$ cat src/rtl/image_rom_arbiter.sv
// Round-robin arbiter sharing one synchronous image ROM between two pixel requesters.
// Returns tagged RGB responses three edges after acceptance; out-of-image x reads return DEFAULT_RGB.
module image_rom_arbiter #(
  parameter int          IMG_W       = 48,
  parameter logic [11:0] DEFAULT_RGB = 12'h000
) (
  input  logic        clk,
  input  logic        rst,
  input  logic        req0_valid,
  input  logic [11:0] req0_addr,
  output logic        req0_ready,
  input  logic        req1_valid,
  input  logic [11:0] req1_addr,
  output logic        req1_ready,
  output logic [11:0] rom_addr,
  input  logic [11:0] rom_rgb,
  output logic        rsp_valid,
  output logic        rsp_id,
  output logic [11:0] rsp_rgb
);

  // x lives in the low six address bits; y is always in range.
  function automatic logic out_of_image(input logic [11:0] addr);
    return int'(addr[5:0]) >= IMG_W;
  endfunction

  logic        last_r;
  logic [11:0] rom_addr_r;
  logic        s1_valid_r, s1_id_r, s1_oor_r;
  logic        s2_valid_r, s2_id_r, s2_oor_r;
  logic        rsp_valid_r, rsp_id_r;
  logic [11:0] rsp_rgb_r;

  logic        gnt0_s, gnt1_s, accept_s, gnt_id_s, gnt_oor_s;
  logic [11:0] gnt_addr_s;

  // Grant selection: under contention the requester that did not win last time goes.
  always_comb begin
    gnt0_s = 1'b0;
    gnt1_s = 1'b0;
    if (rst) begin
      gnt0_s = 1'b0;
      gnt1_s = 1'b0;
    end else if (req0_valid && req1_valid) begin
      if (last_r) begin
        gnt0_s = 1'b1;
      end else begin
        gnt1_s = 1'b1;
      end
    end else begin
      gnt0_s = req0_valid;
      gnt1_s = req1_valid;
    end
    accept_s   = gnt0_s | gnt1_s;
    gnt_id_s   = gnt1_s;
    gnt_addr_s = gnt1_s ? req1_addr : req0_addr;
    gnt_oor_s  = out_of_image(gnt_addr_s);
  end

  // Arbitration pointer, ROM address and the three-stage response pipeline.
  always_ff @(posedge clk) begin
    if (rst) begin
      last_r      <= 1'b1;
      rom_addr_r  <= 12'h000;
      s1_valid_r  <= 1'b0;
      s1_id_r     <= 1'b0;
      s1_oor_r    <= 1'b0;
      s2_valid_r  <= 1'b0;
      s2_id_r     <= 1'b0;
      s2_oor_r    <= 1'b0;
      rsp_valid_r <= 1'b0;
      rsp_id_r    <= 1'b0;
      rsp_rgb_r   <= 12'h000;
    end else begin
      s1_valid_r <= accept_s;
      if (accept_s) begin
        last_r   <= gnt_id_s;
        s1_id_r  <= gnt_id_s;
        s1_oor_r <= gnt_oor_s;
        // Out-of-image requests leave the ROM address alone to keep the index in range.
        if (!gnt_oor_s) begin
          rom_addr_r <= gnt_addr_s;
        end
      end
      s2_valid_r  <= s1_valid_r;
      s2_id_r     <= s1_id_r;
      s2_oor_r    <= s1_oor_r;
      rsp_valid_r <= s2_valid_r;
      if (s2_valid_r) begin
        rsp_id_r  <= s2_id_r;
        rsp_rgb_r <= s2_oor_r ? DEFAULT_RGB : rom_rgb;
      end
    end
  end

  assign req0_ready = gnt0_s;
  assign req1_ready = gnt1_s;
  assign rom_addr   = rom_addr_r;
  assign rsp_valid  = rsp_valid_r;
  assign rsp_id     = rsp_id_r;
  assign rsp_rgb    = rsp_rgb_r;

endmodule

$ cat config.mk
export PLATFORM = sky130hd
export DESIGN_NAME = image_rom_arbiter
export DESIGN_NICKNAME = d
export VERILOG_FILES = /design/src/rtl/image_rom_arbiter.sv
export SDC_FILE = /design/constraint.sdc
export NUM_CORES = 1
export LEC_CHECK = 0
export ABC_AREA = 1
export BUFFER_PORTS_ARGS = -buffer_cell sky130_fd_sc_hd__buf_2
export CAP_MARGIN = 25
export CORE_MARGIN = 3
export CORE_UTILIZATION = 40
export DETAILED_ROUTE_END_ITERATION = 6
export PLACE_DENSITY = 0.73
export SYNTH_ARGS = -nofsm -noshare
export SYNTH_HDL_FRONTEND = slang
export SYNTH_SLANG_ARGS = --single-unit
export TNS_END_PERCENT = 100
$ cat constraint.sdc
create_clock -name clk -period 1.3 [get_ports clk]
set_input_delay 0.13 -clock clk [delete_from_list [all_inputs] [get_ports clk]]
set_output_delay 0.13 -clock clk [all_outputs]
set_load 0.02 [all_outputs]
==> out/metrics.csv <==
stage;metric;value;unit
clock_network;Root Buffer;clkbuf_4;
min_path;worst hold-check path type;in -> reg;
synth;Yosys cell types;18;
synth;sequential fraction of the synthesis area;46.0;%
timing;Slew headroom;84.5;%
grt;initial antenna violation count;0;
grt;GRT overflow;0;
synth;Mean Syn Cell Area;7.12;um2
synth;largest family of logic cells by synthesized area;simple AND/OR/NAND/NOR gates;
clock_network;CTS tree;done;
layout;area of the multi-input gates;712;um2
setup_path;reg2reg setup slack;0.12;ns
synth;Post-Syn Area;1440;um2
synth;syn nets;242;
synth;flops & latches, synth;33;
timing;final hold slack;0.0361;ns
synth;Post-Synth Simple-Gate Area;37.9;%
layout;Design Area, Final;1980;um2
layout;Final nets;315;
synth;Yosys warning total;0;
setup_path;Crit Path Max Fanout;5;
synth;Yosys top cell by area;dfxtp_1;
drt;initial DRC count;61;
setup_path;CP Cell Sequence;nand2_4 -> nand3_4 -> inv_2 -> buf_6;
drt;router iterations before antenna repair;4;
drt;via count;1486;
setup_path;CP max stage cell;dfxtp_2;
floorplan;die area;4350;um2
placed_design;GPL Wtd Cong;0.814;
pwr;power density over cell area;1120;nW/um2
floorplan;Die Y;66.0;um
synth;mux cell area share after synthesis;0;%
timing;fmax;0.802;GHz
layout;commonest non-fill, non-tap cell in the layout;buf_2;
clock_network;Worst-Skew Late Latency;0.33;ns
synth;area share of the largest cell type after synthesis;46.0;%
setup_path;crit-path leading delay family;flip-flops;
clock_network;Max H-tree Level;2;
pwr;Static Leak;0.00105;uW
clock_network;cts hold-fix bufs;0;
placed_design;placed cell areas;1820;um2
synth;Mapped Cells;202;
clock_network;Clock Sinks;33;
clock_network;TritonCTS Buffers;5;
layout;Reg area;662;um2
drt;per-cell routed wire length;10.9;um
setup_path;Crit Path Class;reg -> out;
outcome;status;finished clean;
timing;final hold vios;0;
layout;layout cell share with drive strength beyond 1;36.6;%
setup_path;r2r startpoint;last_r;
clock_network;post-CTS setup buffers;0;
min_path;Hold Startpoint;rom_rgb[6];
timing;worst slew pin tran;0.232;ns
placed_design;I/O Buffers;67;
layout;Inserted Diodes;0;
floorplan;Die X;66.0;um
layout;# fillers;326;
clock_network;Reg clk slew, reported paths;0.10;ns
setup_path;crit-path max cell delay;0.35;ns
timing;Tcrit/Tclk final;95.9;%
layout;commonest cells after routing, fill and taps aside;buf_2, nand2_1, nor2_1, dfxtp_1, inv_1;
setup_path;Buf/Inv on CP;2;
setup_path;Worst R2R End;rom_addr[7];
pwr;maximum VDD drop;0.483;mV
grt;vias in the first global route;1267;
floorplan;Initial Util;42.4;%
placed_design;Final HPWL DP;2500;um
setup_path;WP data arrival;1.12;ns
flow_run;# Max-Cap Violations;0;
drt;drt drc;0;
clock_network;CTS Buffer Depth;2;
synth;post-synthesis xor/xnor area fraction;0;%
drt;total routed wirelength;3520;um
setup_path;WP data required;1.17;ns
timing;final slew viol count;0;
setup_path;Crit. End Element;output pin;
timing;clk_skew;0.00700;ns
timing;RSZ-0062 raised after global routing;yes;
placed_design;worst slack, placed;0.0588;ns
min_path;Worst Hold Path EP;rsp_rgb[6];
grt;largest net degree at the start of global routing;24;
floorplan;IO Pins;68;
synth;Post-Synth Adder-Cell Area;0;%
min_path;Hold Crit Depth;3;
floorplan;std cell rows;21;
layout;Area Growth Syn to Fin;37.9;%
synth;Area contributors post-synth;dfxtp_1, nand2_1, nor2_1;
synth;Compound-Gate Fraction of Synth Area;5.74;%
timing;final setup fails;0;
drt;routed vias/inst;4.61;
timing;final setup margin;0.0527;ns
grt;first-pass GRT wire length;5390;um
setup_path;Worst setup SP type;register;
setup_path;R2R depth;7;
timing;fin crit period;1.25;ns
grt;GRT Overall Usage;16.1;%
layout;utilization after layout;58.5;%
floorplan;core area;3390;um2
drt;ANT nets after route;0;
cells in the mapped netlist, drive strengths merged:
| cell | number |
|---|---|
| clkbuf | 2 |
| clkinv | 1 |
| buf | 9 |
| a21oi | 14 |
| o211ai | 1 |
| nand3 | 14 |
| inv | 18 |
| dfxtp | 33 |
| nor2 | 32 |
| o21ai | 1 |
| nand2 | 65 |
| nand4 | 12 |
registers in the layout (all words and copies together), names as in the netlist:
name and cells:
rom_addr 12, rsp_id 1, last_r 1, s2_valid_r 1, s2_oor_r 1, rsp_valid 1, s1_id_r 1, s2_id_r 1
s1_oor_r 1, rsp_rgb 12, s1_valid_r 1
layout make-up:
class	count	area share (%)
inverter	19	4.23
clock buffer	6	2.08
sequential	33	33.4
timing repair buffer	75	21.0
clock inverter	2	0.505
multi-input combinational	141	35.9
tap	46	2.90
worst max-delay path by stage:
| stage | start | to | slack, ns | depth (start not counted) |
|---|---|---|---|---|
| after floorplan | last_r | rom_addr[0] | 0.19 | 8 |
| after global placement | last_r | rom_addr[2] | 0.09 | 8 |
| after detailed placement | last_r | rom_addr[2] | 0.06 | 8 |
| after CTS | last_r | req0_ready | 0.02 | 5 |
| after global routing | last_r | req1_ready | -0.02 | 4 |
| final | last_r | req1_ready | 0.05 | 4 |
logic make-up after synthesis:
logic type | count (synthesis)
compound gates | 16
buf+inv | 30
flops | 33
simple gates | 123
layer usage:
| metal | share of wire [%] | global-route usage, % | up-vias | routed length [um] |
|---|---|---|---|---|
| met5 | 0 | 0 | - | 0 |
| met1 | 44 | 17.8 | 633 | 1550 |
| met4 | 1.3 | 6.09 | 0 | 46 |
| met3 | 11 | 6.80 | 5 | 383 |
| li1 | - | - | 787 | - |
| met2 | 44 | 27.4 | 61 | 1540 |
worst reg2reg max path: cells and delay by family (launching register included):
family	cells	cell delay, ns
simple gates	7	0.80
flops	1	0.35
metrics by stage:
step | power, uW | std cells | setup TNS (ns)
6_report | 2220 | 322 | 0
5_1_grt | 2350 | 322 | -0.0361
4_1_cts | 2190 | 320 | 0
3_5_place_dp | 1640 | 312 | 0
3_3_place_gp | 1640 | 312 | 0
2_1_floorplan | 1470 | 202 | 0
report_power, final:
group	switching (uW)	internal [uW]
sequential	35.2	1090
clock	338	206
combinational	336	210
repair_timing:
action,in CTS,in global routing
pin swaps,0,4
gates resized for setup,1,24
cloned,0,2
endpoints found under the setup margin,1,14
Power figures use the tool's default switching activity.
